[config.mk]
export PLATFORM = sky130hd
export DESIGN_NAME = synchronous_fifo
export DESIGN_NICKNAME = d
export VERILOG_FILES = /design/src/rtl/synchronous_fifo.sv
export SDC_FILE = /design/constraint.sdc
export NUM_CORES = 1
export LEC_CHECK = 0
export ABC_CLOCK_PERIOD_IN_PS = 3820
export CORE_ASPECT_RATIO = 0.75
export CORE_MARGIN = 5
export CORE_UTILIZATION = 53
export CTS_BUF_LIST = sky130_fd_sc_hd__clkbuf_16
export DETAILED_ROUTE_END_ITERATION = 10
export PLACE_DENSITY = 0.83
export SLEW_MARGIN = 20
export SYNTH_ARGS = -nofsm -noshare
export SYNTH_HDL_FRONTEND = slang
export SYNTH_SLANG_ARGS = --single-unit
export TNS_END_PERCENT = 1
[constraint.sdc]
create_clock -name clk -period 3.82 [get_ports clk]
set_input_delay 0.573 -clock clk [delete_from_list [all_inputs] [get_ports clk]]
set_output_delay 0.573 -clock clk [all_outputs]
set_load 0.005 [all_outputs]
[src/rtl/synchronous_fifo.sv]
// synchronous_fifo: single-clock FIFO with occupancy, threshold and error flags.
// Define SYNC_FIFO_FWFT_EN for first-word-fall-through reads; default is a registered 1-cycle read.
module synchronous_fifo #(
    parameter int WIDTH         = 32,
    parameter int DEPTH         = 8,
    parameter int AFULL_THRESH  = DEPTH - 1,
    parameter int AEMPTY_THRESH = 1
) (
    input  logic                       clk,
    input  logic                       rst,
    input  logic                       en,
    input  logic                       wr_en,
    input  logic [WIDTH-1:0]           wr_data,
    input  logic                       rd_en,
    output logic [WIDTH-1:0]           rd_data,
    output logic                       rd_valid,
    output logic                       full,
    output logic                       empty,
    output logic                       almost_full,
    output logic                       almost_empty,
    output logic [$clog2(DEPTH+1)-1:0] count,
    output logic                       overflow,
    output logic                       underflow
);
    localparam int AW = $clog2(DEPTH);
    localparam int CW = $clog2(DEPTH + 1);

    logic [WIDTH-1:0] mem_q [DEPTH];
    logic [AW-1:0]    wr_ptr_q, wr_ptr_d, rd_ptr_q, rd_ptr_d;
    logic [CW-1:0]    count_q, count_d;
    logic             full_q, full_d, empty_q, empty_d;
    logic             afull_q, afull_d, aempty_q, aempty_d;
    logic             overflow_q, overflow_d, underflow_q, underflow_d;
    logic             push, pop;

    // A push into a full FIFO is fine when a pop frees a slot in the same cycle.
    always_comb begin
        pop         = en && rd_en && !empty_q;
        push        = en && wr_en && (!full_q || pop);
        wr_ptr_d    = push ? wr_ptr_q + AW'(1) : wr_ptr_q;
        rd_ptr_d    = pop ? rd_ptr_q + AW'(1) : rd_ptr_q;
        count_d     = count_q + CW'(push) - CW'(pop);
        full_d      = int'(count_d) == DEPTH;
        empty_d     = count_d == '0;
        afull_d     = int'(count_d) >= AFULL_THRESH;
        aempty_d    = int'(count_d) <= AEMPTY_THRESH;
        overflow_d  = en && wr_en && !push;
        underflow_d = en && rd_en && !pop;
    end

    always_ff @(posedge clk or negedge rst) begin
        if (!rst) begin
            wr_ptr_q    <= '0;
            rd_ptr_q    <= '0;
            count_q     <= '0;
            full_q      <= 1'b0;
            empty_q     <= 1'b1;
            afull_q     <= AFULL_THRESH == 0;
            aempty_q    <= 1'b1;
            overflow_q  <= 1'b0;
            underflow_q <= 1'b0;
        end else begin
            wr_ptr_q    <= wr_ptr_d;
            rd_ptr_q    <= rd_ptr_d;
            count_q     <= count_d;
            full_q      <= full_d;
            empty_q     <= empty_d;
            afull_q     <= afull_d;
            aempty_q    <= aempty_d;
            overflow_q  <= overflow_d;
            underflow_q <= underflow_d;
        end
    end

    always_ff @(posedge clk) begin
        if (push) mem_q[wr_ptr_q] <= wr_data;
    end

`ifdef SYNC_FIFO_FWFT_EN
    assign rd_data  = mem_q[rd_ptr_q];
    assign rd_valid = !empty_q;
`else
    logic [WIDTH-1:0] rd_data_q, rd_data_d;
    logic             rd_valid_q, rd_valid_d;

    always_comb begin
        rd_data_d  = pop ? mem_q[rd_ptr_q] : rd_data_q;
        rd_valid_d = pop;
    end

    always_ff @(posedge clk or negedge rst) begin
        if (!rst) begin
            rd_data_q  <= '0;
            rd_valid_q <= 1'b0;
        end else begin
            rd_data_q  <= rd_data_d;
            rd_valid_q <= rd_valid_d;
        end
    end

    assign rd_data  = rd_data_q;
    assign rd_valid = rd_valid_q;
`endif

    assign full         = full_q;
    assign empty        = empty_q;
    assign almost_full  = afull_q;
    assign almost_empty = aempty_q;
    assign count        = count_q;
    assign overflow     = overflow_q;
    assign underflow    = underflow_q;
endmodule

# Yosys cells after proc, flatten, opt, wreduce, memory -nomap -nowiden
# Memories as Yosys holds them, arrays and structs flattened. A register that Yosys moved wholly into a read port is not among the register bits.
# Index checks and enable logic that the tools add are counted.
[word_totals]
regBits = 17
mem_bits_rw = 256
in_bits = 37
output_inout_bits = 43
elab_cells = 33
n_memories = 1
[mem_list]
columns = ["memory", "depth", "width", "read_ports", "rd_clocked_by_memory_dff", "write_ports", "line_no", "text"]
rows = [
  ["mem_q", 8, 32, 1, 1, 1, "28", "logic [WIDTH-1:0] mem_q [DEPTH];"],
]
[op_classes]
n_addsub = 4
magnitude_cmp = 2
n_eq_ne = 1
n_mux = 2
reduce_logical = 13
[ops]
columns = ["cell", "count"]
rows = [
  ["$add 3x1->3 const B", 2],
  ["$logic_and 1x1->1", 6],
  ["$logic_not 1->1", 5],
  ["$add 4x1->4", 1],
  ["$eq 4x4->1 const B", 1],
  ["$ge 4x3->1 const B", 1],
  ["$le 4x1->1 const B", 1],
  ["$logic_not 4->1", 1],
  ["$sub 4x1->4", 1],
  ["$mux 1", 2],
  ["$logic_or 1x1->1", 1],
]

# Logic depth before layout (Yosys ltp)
# Gate-level depths: netlist (run 1).
[logic_depth]
ltp_word = 7
ltp_mapped = 11
depth_no_buf = 11

# Worst setup path before layout (run 1)
# OpenSTA, ideal clock, no wires.
[synth_timing]
path_type = "input to register"
startpoint = "in rd_en"
endpoint = "mem mem_q[4][0], enable pin"
setup_time_ns = 0.468
arrival_ns = 3.438
required_time_ns = 3.352
slack_ns = -0.086
cell_stages = 4
path_buffers = 0
path_cell_list = "nand2b_1 -> a21oi_2 -> nand2b_1 -> nor3b_1"
[synth_via]
elab_chain_cells = 6
[synth_lines]
columns = ["item", "line_no", "text"]
rows = [
  ["start: declaration", "14", "input logic rd_en,"],
  ["$logic_and 1x1->1 (2 in a row)", "38", "pop = en && rd_en && !empty_q;"],
  ["$logic_or 1x1->1", "39", "push = en && wr_en && (!full_q || pop);"],
  ["$logic_and 1x1->1", "39", ""],
  ["$mux 1", "76", "if (push) mem_q[wr_ptr_q] <= wr_data;"],
  ["$mux 1 (implied by the code)", "76", ""],
  ["end: declaration", "28", ""],
]
# Every way passes these cells.

# Final worst setup path (run 1)
[layout_timing]
startpoint = "in rd_en"
endpoint = "reg afull_q (netlist: almost_full)"
[layout_via]
elab_chain_cells = 7
[layout_lines]
columns = ["item", "line_no", "text"]
rows = [
  ["$logic_and 1x1->1 * (2 in a row)", "38", ""],
  ["$logic_or 1x1->1", "39", ""],
  ["$logic_and 1x1->1", "39", ""],
  ["$add 4x1->4", "42", "count_d = count_q + CW'(push) - CW'(pop);"],
  ["$sub 4x1->4 *", "42", ""],
  ["via count_d[2]", "30", "logic [CW-1:0] count_q, count_d;"],
  ["$ge 4x3->1 *", "45", "afull_d = int'(count_d) >= AFULL_THRESH;"],
  ["via afull_d", "32", "logic afull_q, afull_d, aempty_q, aempty_d;"],
  ["end signal: assignment", "68", "afull_q <= afull_d;"],
  ["end: declaration", "32", ""],
]
# Mark *: on every way through the listed nets, which the timed path passes. The rest lies on a longest branch.
# A chain may end at the register's enable or synchronous reset.

==> flow_summary.toml, run 1 <==
[run_status]
outcome = "complete, no violations"

[clocking]
cts_setup_buffers = 0
clock_insertion_delay_worst_skew_ps = 530
clock_tree.buffer_depth = 3
cts_root_buffer = "clkbuf_16"
cts_inserted_buffers = 28
h_tree_levels = 1
cts.reportedPaths.clkPinSlew_ps = 70
cts_hold_repair.buffers = 0
cts_tree = "built"
cts-resized-gates = 0
clk_sinks = 305

[timing]
grt_setup_unrepaired = "no"
hold_viol = 0
max_freq_mhz = 371.0
slew_viol_final = 0
timing.final.crit_share = 0.7055
timing.final.crit_period_ps = 2695
finalSetupViolCount = 0
worst_slew_margin_rel = 0.3759
final.setup_skew_ps = 9.781
timing_worst_slew_pin_value_ps = 935.1

[floorplan]
initial_utilization = 0.5331
area_of_the_die_sq_um = 25100
chipWidth_microns = 181.3
num_io_pins = 80
rows = 47
die_h_microns = 138.5
coreArea_sq_um = 21880

[critical_path]
setup.worst_path.end_class = "flip-flop"
worst-r2r-setup-slack_ps = 1250
r2r.worst_path.cells = 11
arrival_ps = 3110
worstSetupStartpoint = "rd_en"
path_max_fanout = 6
rr_endpoint = "almost_full"
timing.rr.start = "empty"
worst_setup_path_start_kind = "primary input"
crit_path_end = "almost_full"
required_worst_endpoint_ps = 4230
setup.worst_path.class = "in2reg"

[yosys]
cell_type_with_the_highest_aggregate_area_in_the_netlist = "edfxtp_1"
most_frequent_cell_after_synthesis = "edfxtp_1"
synth.distinct_cells = 32
yosys_register_bits = 305
synth-edff-count = 256
ys_dominant_reg_cell = "edfxtp_1"
netlist_area_sq_um = 11660
mean_syn_cell_area_sq_um = 17.83
synth.net_count = 698
yosysWarningCount = 0
synth_largest_type_area_fraction = 0.6592
ys_top_cells_by_count = "256 x edfxtp_1, 65 x mux2_2, 64 x mux2i_1"
postSynthCellCount = 654
synth-seq-area-share = 0.7646
yosys-top-cells-area = "edfxtp_1 66%, dfrtp_1 10%, mux2_2 6.3%"
synthArstFlopShare = 0.1607

[detailed_routing]
vias = 6091
remaining_drc_errors = 0
totalWireLength_mm = 23.03
route.detailed.vias_per_inst = 5.741
drt_pass1_iterations = 4
drt_first_iter_violations = 546
route.detailed.wl_per_inst_microns = 21.70
antenna_left = 0

[pwr]
cellLeakagePower_nw = 4.836
ir_drop_v = 0.0003543
power_mw = 9.618
power_density_nw_per_um2 = 705.1

[layout]
area_growth_syn_to_layout_pct = 16.96
layout.filler_cells = 1524
fraction_of_final_layout_cells_sized_beyond_drive_strength_1 = 0.1786
regArea_sq_um = 8920
multi_input_area_sq_um = 2569
final_cell_count_no_fill = 1061
antenna_cells_inserted = 0
layout.core_utilization = 0.6235
total_non_filler_cell_area_in_the_finished_layout_sq_um = 13640
finish.net_count = 790

[place]
port_buffers = 79
dp_hpwl_mm = 13.66
area_post_placement_sq_um = 12820
gpl.final_weighted_congestion = 0.8128
placed_cells_incl_taps = 1010

[run]
maxCapViolCount = 0

[global_routing]
grt_remaining_overflow = 0
grt_pass1_wl_mm = 36.20
globalRouteTotalUtil = 0.1800
grt_start_max_net_pins = 67
antenna_found_initial = 0
grt_pass1_vias = 6424

[hold_path]
min_path_type = "in2async"
-- critical path: stages --
cell and delay, ps:
clkdlybuf4s50_1 510, nand2b_1 90, a21oi_2 330, inv_1 80, ha_1 290, inv_1 60, ha_1 170, inv_1 70
fa_1 410, xor2_1 190, inv_1 80, a31o_2 250
-- area by class of cell --
cell class,instances,area share
Sequential cell,305,0.6540
Clock inverter,22,0.006605
Multi-Input combinational cell,305,0.1883
Tap cell,294,0.02697
Inverter,9,0.002477
Timing Repair Buffer,97,0.06843
Clock buffer,29,0.05321
-- sequential cells by signal, summed over array words and instances (netlist names) --
signal	cells
almost_empty	1
almost_full	1
count	4
empty	1
full	1
mem_q	256
overflow	1
rd_data	32
rd_ptr_q	3
rd_valid	1
underflow	1
wr_ptr_q	3
-- cells by family (layout without fill, tap and decap cells) --
logic type,after synthesis,count (layout),synth area share
compound gates,100,100,0.06094
flops,305,305,0.7646
fa+ha+maj,7,7,0.008154
buf+inv,44,157,0.01985
mux,129,129,0.1177
simple gates,62,62,0.02350
xor+xnor,7,7,0.005258
-- per-layer routing --
metal  up-vias  GRT usage  wire length [microns]  part of all wire
met5         -          0                      0                 0
met4         0    0.03119                    409             0.018
met3        36    0.02731                   1233             0.054
met2       192     0.2961                  11090              0.48
met1      3123     0.2635                  10300              0.45
li1       2740          -                      -                 -
-- cells in the final DEF (no fill, tap or decap), types with 2 or more instances in the layout --
cell / instances
clkinv_1: 4
nor3b_1: 2
clkbuf_16: 29
a22oi_1: 23
o221ai_1: 23
nor3b_2: 4
clkdlybuf4s50_1: 78
nand2b_1: 2
buf_4: 17
mux2i_1: 64
o22ai_1: 9
dfrtp_1: 46
mux2_2: 65
a221o_1: 9
nand2_1: 42
nor3_2: 2
inv_1: 21
nor2_4: 2
edfxtp_1: 256
ha_1: 6
clkinv_2: 6
xor2_1: 2
o21ai_1: 32
dfstp_2: 2
xnor2_1: 5
-- how the worst min path moves through the flow --
| stage | start | endpoint | cells past startpoint |
|---|---|---|---|
| 2_1_floorplan | rst | almost_full | 0 |
| 3_3_place_gp | rd_data[7] | rd_data[7] | 2 |
| 3_5_place_dp | rd_data[7] | rd_data[7] | 2 |
| 4_1_cts | rst | rd_data[30] | 1 |
| 5_1_grt | rst | rd_ptr_q[0] | 1 |
| 6_report | rst | rd_ptr_q[0] | 1 |
-- power by group --
group          switching, mW  internal (mW)  leakage, nW
registers              0.331           4.07         2.91
clock network           1.11           1.36        0.451
logic                   1.39           1.35         1.48
total                   2.84           6.78         4.84
-- through the flow --
stage | hold slack, ps | TNS [ps] | setup WS (ps)
global route | 105.0 | 0 | 944.4
CTS | 66.78 | 0 | 1147
detailed placement | 478.9 | 0 | 617.2
finish | 65.14 | 0 | 1125
floorplan | 277.4 | -9767 | -86.07
global placement | 468.4 | 0 | 745.7
No activity file was read; power rests on OpenSTA's default activity.
==> run 2: changes to the inputs <==
--- a/config.mk
+++ b/config.mk
@@ -5,13 +5,13 @@
 export SDC_FILE = /design/constraint.sdc
 export NUM_CORES = 1
 export LEC_CHECK = 0
-export ABC_CLOCK_PERIOD_IN_PS = 3820
+export ABC_CLOCK_PERIOD_IN_PS = 2500
 export CORE_ASPECT_RATIO = 0.75
 export CORE_MARGIN = 5
-export CORE_UTILIZATION = 53
+export CORE_UTILIZATION = 55
 export CTS_BUF_LIST = sky130_fd_sc_hd__clkbuf_16
 export DETAILED_ROUTE_END_ITERATION = 10
-export PLACE_DENSITY = 0.83
+export PLACE_DENSITY = 0.82
 export SLEW_MARGIN = 20
 export SYNTH_ARGS = -nofsm -noshare
 export SYNTH_HDL_FRONTEND = slang
==> constraint.sdc (replaced) <==
create_clock -name clk -period 2.5 [get_ports clk]
set_input_delay 0.375 -clock clk [delete_from_list [all_inputs] [get_ports clk]]
set_output_delay 0.375 -clock clk [all_outputs]
set_load 0.005 [all_outputs]
==> run 2 against run 1 <==
  * Via count increased by 1.5%
  * Critical path type is now reg2reg
  * Sequential cell count unchanged
  * First-iteration DRC count increased by 15%
==> flow_summary.toml, run 2 (synthesis results as in run 1) <==
[run_status]
outcome = "complete, no violations"

[timing]
timing.final.crit_share = 0.9273
fin_hold_ws_ps = 284.7
timing.final.crit_period_ps = 2318
grt_setup_unrepaired = "no"
worst_slew_margin_rel = 0.2815
slew_viol_final = 0
timing_worst_slew_pin_value_ps = 1073
final.setup_skew_ps = 15.92
hold_viol = 0
max_freq_mhz = 431.3
finalSetupViolCount = 0
final_critical_path_setup_slack_ps = 181.7

[pwr]
power_mw = 15.22
cellLeakagePower_nw = 5.007
power_density_nw_per_um2 = 1087
ir_drop_v = 0.0006365

[layout]
layout_commonest_cell = "edfxtp_1"
top_register = "mem_q"
total_non_filler_cell_area_in_the_finished_layout_sq_um = 14000
number_of_flip_flops_in_the_largest_register = 256
finish.net_count = 808
antenna_cells_inserted = 0
layout.core_utilization = 0.6663
layout.filler_cells = 1379
layout_common_cells = "256 x edfxtp_1, 78 x clkdlybuf4s50_1, 65 x mux2_2"
area_growth_syn_to_layout_pct = 20.03
fraction_of_final_layout_cells_sized_beyond_drive_strength_1 = 0.1997

[detailed_routing]
totalWireLength_mm = 23.73
route.detailed.wl_per_inst_microns = 22.09
drt_first_iter_violations = 626
antenna_left = 0
remaining_drc_errors = 0
drt_pass1_iterations = 4
route.detailed.vias_per_inst = 5.757
vias = 6183

[global_routing]
grt_start_max_net_pins = 67
grt_remaining_overflow = 0
antenna_found_initial = 1
grt_pass1_wl_mm = 37.29
grt_pass1_vias = 6495
globalRouteTotalUtil = 0.1994

[floorplan]
num_io_pins = 80
initial_utilization = 0.5551
coreArea_sq_um = 21010
area_of_the_die_sq_um = 24240
die_h_microns = 136.1
chipWidth_microns = 178.1
rows = 46

[critical_path]
setup.worst_path.end_class = "flip-flop"
required_worst_endpoint_ps = 2930
timing.rr.start = "empty"
worst-r2r-setup-slack_ps = 180
worstSetupStartpoint = "empty"
crit_path_end = "almost_full"
worst_setup_path_start_kind = "flip-flop"
r2r.worst_path.cells = 11
setup.worst_path.class = "reg2reg"
path_max_fanout = 4
arrival_ps = 2740
rr_endpoint = "almost_full"

[clocking]
h_tree_levels = 1
cts_tree = "built"
clk_sinks = 305
clock_insertion_delay_worst_skew_ps = 540
clock_tree.buffer_depth = 3
cts.reportedPaths.clkPinSlew_ps = 60
cts_setup_buffers = 0
cts_inserted_buffers = 28
cts_root_buffer = "clkbuf_16"

[place]
gpl.final_weighted_congestion = 0.7894
dp_hpwl_mm = 14.61
dp_worst_setup_slack_ps = -401.4
area_post_placement_sq_um = 13100
port_buffers = 79

[run]
maxCapViolCount = 0

[hold_path]
min_path_type = "in2async"
run 2: worst max-delay path, stage by stage (launching register included):
cell and delay (ps):
dfstp_2 380, nand2b_1 150, a21oi_2 170, inv_1 60, ha_1 280, inv_1 60
ha_1 160, inv_1 80, fa_2 390, xor2_2 170, inv_1 70, a31o_2 250
run 2: what timing repair did:
action                                  4_1_cts  5_1_grt
hold buffers                                  1        0
endpoints found under the setup margin        0        2
hold endpoints to repair                     10        0
resized for setup                             0        2
run 2: report_power, final:
group          total, mW  internal (mW)  switching (mW)
Sequential          6.68           6.22           0.459
Combinational       4.50           2.24            2.26
Clock               4.04           2.29            1.75
Total               15.2           10.7            4.47
run 2: worst min path at each step:
| stage | from | endpoint | slack (ps) | cells after the start |
|---|---|---|---|---|
| after floorplan | rst | almost_full | 80 | 0 |
| after global placement | rst | rd_data[6] | 290 | 1 |
| after detailed placement | rst | rd_data[6] | 300 | 1 |
| after CTS | rst | rd_data[21] | 270 | 2 |
| after global routing | rst | rd_data[21] | 290 | 2 |
| final | rst | rd_data[21] | 280 | 2 |
run 2: layout make-up:
type | count | area, sq um | area share
sequential | 305 | 8920 | 0.6373
multi-input combinational | 305 | 2611 | 0.1866
timing repair buffer | 115 | 1196 | 0.08546
clock buffer | 29 | 725.7 | 0.05185
tap | 288 | 360.3 | 0.02574
clock inverter | 23 | 150.1 | 0.01073
inverter | 9 | 33.78 | 0.002414
run 2: per-stage QoR:
step	instances	setup TNS [ps]
after floorplan	654	-38950
after global placement	1021	-995.2
after detailed placement	1021	-1457
after CTS	1074	0
after global routing	1074	0
final	1074	0
run 2: layer usage:
layer / global-route usage / wire length, microns
met1: 0.2872 / 10250
met2: 0.3222 / 11450
met3: 0.03308 / 1480
met4: 0.05152 / 537
met5: 0 / 7
==> run 3: changes to the inputs <==
--- a/config.mk
+++ b/config.mk
@@ -9,7 +9,7 @@
 export CORE_ASPECT_RATIO = 0.75
 export CORE_MARGIN = 5
 export CORE_UTILIZATION = 55
-export CTS_BUF_LIST = sky130_fd_sc_hd__clkbuf_16
+export CTS_BUF_LIST = sky130_fd_sc_hd__clkbuf_4 sky130_fd_sc_hd__clkbuf_8
 export DETAILED_ROUTE_END_ITERATION = 10
 export PLACE_DENSITY = 0.82
 export SLEW_MARGIN = 20
==> run 3 against run 2 <==
  * Setup slack got worse by 16 ps
  * Sequential share of layout area is 0.31 points lower
  * Register-to-register slack worse by 20 ps
  * Critical path type unchanged
==> flow_summary.toml, run 3 (synthesis results as in run 1) <==
[layout]
number_of_flip_flops_in_the_largest_register = 256
finish.net_count = 826
top_register = "mem_q"
final_cell_count_no_fill = 1104
fraction_of_final_layout_cells_sized_beyond_drive_strength_1 = 0.2451
layout.filler_cells = 1383
regArea_sq_um = 8920
layout_common_cells = "256 x edfxtp_1, 78 x clkdlybuf4s50_1, 65 x mux2_2"
antenna_cells_inserted = 0
multi_input_area_sq_um = 2611
area_growth_syn_to_layout_pct = 20.61
layout_commonest_cell = "edfxtp_1"

[place]
dp_hpwl_mm = 14.61
port_buffers = 79
gpl.final_weighted_congestion = 0.7894
placed_cells_incl_taps = 1021

[clocking]
cts_root_buffer = "clkbuf_8"
clock_tree.buffer_depth = 3
cts_inserted_buffers = 46
cts_tree = "built"
clk_sinks = 305
clock_insertion_delay_worst_skew_ps = 560
cts.reportedPaths.clkPinSlew_ps = 60
h_tree_levels = 2

[timing]
max_freq_mhz = 428.4
finalSetupViolCount = 0
worst_slew_margin_rel = 0.2731
hold_viol = 0
final.setup_skew_ps = 24.04
timing.final.crit_period_ps = 2334
timing.final.crit_share = 0.9337
timing_worst_slew_pin_value_ps = 1086
slew_viol_final = 0
fin_hold_ws_ps = 247.1
grt_setup_unrepaired = "no"

[critical_path]
path_max_fanout = 4
worst_path_most_repeated_cell = "inv_1"
worst_setup_path_start_kind = "flip-flop"
setup.worst_path.class = "reg2reg"
cpPeakStageDelay_ps = 390
arrival_ps = 2770
required_worst_endpoint_ps = 2940
worstPathCellList = "nand2b_1, a21oi_2, inv_1, ha_1, inv_1, ha_1, inv_1, fa_2, xor2_2, inv_1, a31o_2"
setup.worst_path.end_class = "flip-flop"
worst_path_max_delay_cell = "fa_2"

[floorplan]
rows = 46
coreArea_sq_um = 21010
initial_utilization = 0.5551
area_of_the_die_sq_um = 24240
chipWidth_microns = 178.1
die_h_microns = 136.1
num_io_pins = 80

[global_routing]
globalRouteTotalUtil = 0.2014
antenna_found_initial = 1
grt_pass1_wl_mm = 37.18
grt_start_max_net_pins = 67
grt_remaining_overflow = 0
grt_pass1_vias = 6534

[detailed_routing]
antenna_left = 0
totalWireLength_mm = 23.59
vias = 6271
drt_first_iter_violations = 597
remaining_drc_errors = 0
route.detailed.wl_per_inst_microns = 21.37
drt_pass1_iterations = 5
route.detailed.vias_per_inst = 5.680

[pwr]
power_mw = 15.25
ir_drop_v = 0.0005674
cellLeakagePower_nw = 5.042
power_density_nw_per_um2 = 1084

[run]
maxCapViolCount = 0

[run_status]
outcome = "complete, no violations"

[hold_path]
min_path_type = "in2async"
-- run 3: timing repair --
| item | in CTS | in global routing |
|---|---|---|
| setup buffers | 0 | 0 |
| endpoints found under the hold margin | 10 | 0 |
| hold buffers | 1 | 0 |
| setup endpoints to repair | 0 | 2 |
| gates resized for setup | 0 | 2 |
-- run 3: final timing paths --
check	start	end	slack [ps]	depth (start not counted)
worst max-delay path	empty	almost_full	170	11
worst min-delay path	rst	rd_data[22]	250	2
worst max register to register	empty	almost_full	170	11
worst min register to register	rd_data[20]	rd_data[20]	480	2
max in group asynchronous	rst	almost_empty	1620	3
min in group clk	wr_en	overflow	420	3
-- run 3: worst max-delay path: cells and delay by family, from the launching register on --
family | cells | cell delay, ps
adders and majority gates | 3 | 840
AOI/OAI and AO/OA | 2 | 420
buffers and inverters | 4 | 280
DFF | 1 | 380
xor gates and xnor gates | 1 | 170
and+or+nand+nor | 1 | 150
-- run 3: routing by layer --
metal	global-route usage	up-vias	routed length, microns
met5	0	-	7
met4	0.05882	2	437
met3	0.04671	45	1683
met2	0.3165	218	11170
met1	0.2858	3177	10290
li1	-	2829	-
-- run 3: power breakdown --
group | switching, mW | internal, mW
registers | 0.453 | 6.22
clock network | 1.82 | 2.28
logic | 2.24 | 2.24
-- run 3: metrics by stage --
stage / util / area, sq um / TNS (ps) / worst slack (ps)
finish: 0.6695 / 14060 / 0 / 165.8
global route: 0.6695 / 14060 / 0 / 14.44
CTS: 0.6690 / 14050 / 0 / 64.34
detailed placement: 0.6236 / 13100 / -1457 / -401.4
global placement: 0.6236 / 13100 / -995.2 / -304.9
floorplan: - / 11690 / -38950 / -227.0
-- run 3: cell type report --
| type | count | share of cell area |
|---|---|---|
| flip-flops and latches | 305 | 0.6342 |
| multi-input cells | 305 | 0.1857 |
| repair buffers | 115 | 0.08505 |
| clock buffers | 76 | 0.06414 |
| well taps | 288 | 0.02562 |
| clock inverters | 6 | 0.002936 |
| inverters | 9 | 0.002402 |
==> RTL change 1, RTL diff (flow settings as in run 3) <==
The option `SYNC_FIFO_FWFT_EN` is turned on by a define.
--- a/src/rtl/synchronous_fifo.sv
+++ b/src/rtl/synchronous_fifo.sv
@@ -1,5 +1,7 @@
 // synchronous_fifo: single-clock FIFO with occupancy, threshold and error flags.
 // Define SYNC_FIFO_FWFT_EN for first-word-fall-through reads; default is a registered 1-cycle read.
+`define SYNC_FIFO_FWFT_EN
+
 module synchronous_fifo #(
     parameter int WIDTH         = 32,
     parameter int DEPTH         = 8,
Function: changed (Yosys sat finds a counterexample within 4 cycles, from zero or initial values and one cycle with rst low).
==> RTL change 1 against run 3 <==
  * Synthesized area fell by 9.6%
  * First-iteration DRC count fell by 39%
  * Total power fell by 3.4%
  * The run now ends with negative setup slack left
  * Synthesized cell count fell by 32%
  * Count of clock-buffer cells in the layout fell by 25
  * Clock power fell by 19%
  * Worst setup slack got worse by 0.35 ns
  * Combinational power rose by 28%
  * Design area fell by 5.9%
  * Sequential cell count fell by 33
  * Wire length fell by 12%
==> RTL change 1: results <==
group,metric,value,unit
finish,buf_share,0.122,
finish,fillers,1094,
status,violations,"negative setup slack",
worst_setup_path,critical_path.endpoint,"rd_data[24]",
finish,multi_input_area_share,0.183,
worst_setup_path,r2r_end,"empty",
finish,final_cells,887,
finish,seq_cell_count,272,
yosys,ys_seq_area_frac,0.767,
timing,fin_ws,-0.188,ns
place,dp.cells,786,
finish,fin_nets,653,
status,status,"finished with violations",
drt,drt-initial-drc-count,362,
global_route,track_usage,0.195,
drt,first_pass_iters,6,
finish,layout-drive-gt1-share,0.420,
worst_setup_path,startpoint,"rd_ptr_q[0]",
finish,seq_area_frac,0.612,
drt,wl,20800,um
drt,wl_met1,8560,um
yosys,synth_nets,489,
yosys,synthCells,445,
global_route,grt_pass1_vias,5500,
timing,setup_violations,34,
==> RTL change 1: changes by cell type after synthesis, sizes merged, moves of 9 or more <==
cell | before | now
mux4 | 0 | 64
mux2i | 64 | 0
o22ai | 9 | 0
a22oi | 23 | 0
o221ai | 23 | 0
mux2 | 65 | 34
dfrtp | 47 | 14
o21ai | 32 | 1
nand2 | 43 | 3
a221o | 9 | 0
==> RTL change 1: metrics by stage <==
stage / util / total power, mW / cell area, um2 / TNS [ns]
2_1_floorplan: - / 8.40 / 10600 / -48.40
3_3_place_gp: 0.646 / 10.2 / 12100 / -1.38
3_5_place_dp: 0.646 / 10.4 / 12100 / -2.47
4_1_cts: 0.708 / 14.8 / 13200 / -4.95
5_1_grt: 0.709 / 15.4 / 13200 / -6.38
6_report: 0.709 / 14.7 / 13200 / -3.92
==> RTL change 1: cell families after synthesis <==
group	synth area share
fa+ha+maj	0.00902
flops	0.767
mux	0.182
xor+xnor	0.00582
simple gates	0.0127
compound gates	0.00546
buf+inv	0.0177
==> RTL change 2, RTL diff (config.mk and constraints of run 3) <==
Without the edit above. Take the reset off `rd_data_q` and load it in a clocked block of its own.
--- a/src/rtl/synchronous_fifo.sv
+++ b/src/rtl/synchronous_fifo.sv
@@ -90,12 +90,14 @@
 
     always_ff @(posedge clk or negedge rst) begin
         if (!rst) begin
-            rd_data_q  <= '0;
             rd_valid_q <= 1'b0;
         end else begin
-            rd_data_q  <= rd_data_d;
             rd_valid_q <= rd_valid_d;
         end
+    end
+
+    always_ff @(posedge clk) begin
+        rd_data_q <= rd_data_d;
     end
 
     assign rd_data  = rd_data_q;
Check against the original RTL: differs if rst is asserted again (counterexample within 4 cycles, from zero or initial values and one cycle with rst low); with rst held inactive, the same outputs for 4 cycles.
==> RTL change 2 against run 3 <==
  * Combinational power down 18%
  * Worst setup slack lost 0.051 ns
  * Wire length decreased by 11%
  * Synthesized cell count decreased by 27%
  * Synthesized area shrank 1.1%
  * Total power shrank 8.2%
  * Design area down 1.9%
  * Sequential cell count did not move
  * Sequential share of layout area grew 2.4 points
  * Critical path type unchanged
  * Critical endpoint is now full
==> RTL change 2: results <==
group,metric,value,unit
status,status,"finished clean",
yosys,synth-main-ff-cell,"edfxtp_1",
clock_network,htreeDepth,2,
finish,fillers,1218,
global_route,grt_pass1_vias,5594,
worst_setup_path,critPathTopFamily,"adder cells",
finish,largest_reg_flops,256,
finish,regMostFlops,"mem_q",
worst_setup_path,startpoint_type,"register",
worst_setup_path,worstPathMaxFanout,4,
drt,wl,21000,um
place,routabilityCongestion,0.815,
yosys,ys_seq_area_frac,0.787,
power,cellLeakagePower,4.59,nW
yosys,synth.area.mux_share,0.166,
yosys,synthXorXnorAreaFrac,0.00532,
yosys,synth_commonest_cells,"288 x edfxtp_1, 39 x mux4_2, 34 x mux2_2, 25 x mux4_1, 15 x dfrtp_1",
timing,worst_pin_slew,0.761,ns
global_route,track_usage,0.183,
drt,dr_total_vias,5253,
yosys,synth_warnings,0,
place,dp.cells,850,
clock_network,postCtsSetupRepairBufs,0,
worst_setup_path,startpoint,"empty",
power,p_per_area,1010,nW/um2
power,ir_drop,0.522,mV
yosys,synthTopCellsByArea,"edfxtp_1 75%, mux4_2 7.6%, mux4_1 5.7%, mux2_2 3.3%, dfrtp_1 3.3%",
global_route,grt_start_max_net_pins,43,
clock_network,cts_root_buf,"clkbuf_8",
global_route,antenna_found_initial,0,
yosys,synth.distinct_cells,35,
clock_network,clk_pin_slew,0.07,ns
yosys,synth_nets,521,
finish,antenna_cells,0,
clock_network,cts_buffers,44,
place,dp_slack,-0.404,ns
place,io_buffers,79,
drt,routed_via_density,5.70,
yosys,synth_edf_count,288,
worst_hold_path,hold_class,"input pin to asynchronous set/reset pin",
worst_setup_path,slowest_delay,0.55,ns
place,dp_hpwl,12400,um
yosys,synthCells,477,
yosys,synth_compound_area_frac,0.00532,
finish,layout-drive-gt1-share,0.302,
drt,drt-initial-drc-count,442,
worst_setup_path,crit_arrival,2.84,ns
worst_setup_path,r2r-start,"empty",
yosys,synthArstFlopShare,0.0557,
clock_network,insertion_delay,0.54,ns
clock_network,cts.path.max_buffers,3,
drt,first_pass_iters,4,
yosys,synth_fa_ha_area_frac,0.00825,
timing,fin_worst_skew,0.0162,ns
place,postPlaceCellArea,13000,um2
finish,fin_nets,658,
global_route,grt_pass1_wl,33000,um
worst_setup_path,slowest_stage,"dfstp_2",
RTL change 2: final cells by class:
| type | instances | share of cell area |
|---|---|---|
| Multi-Input combinational cell | 143 | 0.176 |
| Inverter | 9 | 0.00281 |
| Sequential cell | 305 | 0.658 |
| Timing Repair Buffer | 111 | 0.0801 |
| Clock buffer | 61 | 0.0540 |
| Tap cell | 282 | 0.0256 |
| Clock inverter | 10 | 0.00335 |
RTL change 2: layer usage:
layer	vias to the layer above	global-route usage	wire (um)
li1	2297	-	-
met5	-	0	0
met3	32	0.0435	1390
met2	163	0.298	10500
met1	2761	0.258	8850
met4	0	0.0412	309
RTL change 2: kinds of logic after synthesis:
logic type                 count (synthesis)
muxes                                     98
and+or+nand+nor                           22
DFF                                      305
buffers and inverters                     29
xor gates and xnor gates                   7
AOI/OAI and AO/OA                          9
adders and majority gates                  7
RTL change 2: worst paths after layout:
kind,to,slack [ns],cells past startpoint
min in group clk,underflow,0.50,2
setup / recovery,full,0.12,9
setup reg to reg,full,0.12,9
hold reg to reg,underflow,0.56,1
max in group asynchronous,rd_ptr_q[0],1.65,1
hold / removal,wr_ptr_q[0],0.28,1
RTL change 2: where the power goes:
group          leakage (nW)  internal, mW  switching [mW]
sequential             2.81          6.29           0.410
combinational          1.35          2.09            1.59
clock                 0.425          1.91            1.71
total                  4.59          10.3            3.72
RTL change 2: repair_timing:
| action | 4_1_cts | 5_1_grt |
|---|---|---|
| resized for setup | 0 | 1 |
| setup endpoints to repair | 0 | 1 |
| hold endpoints to repair | 0 | 0 |
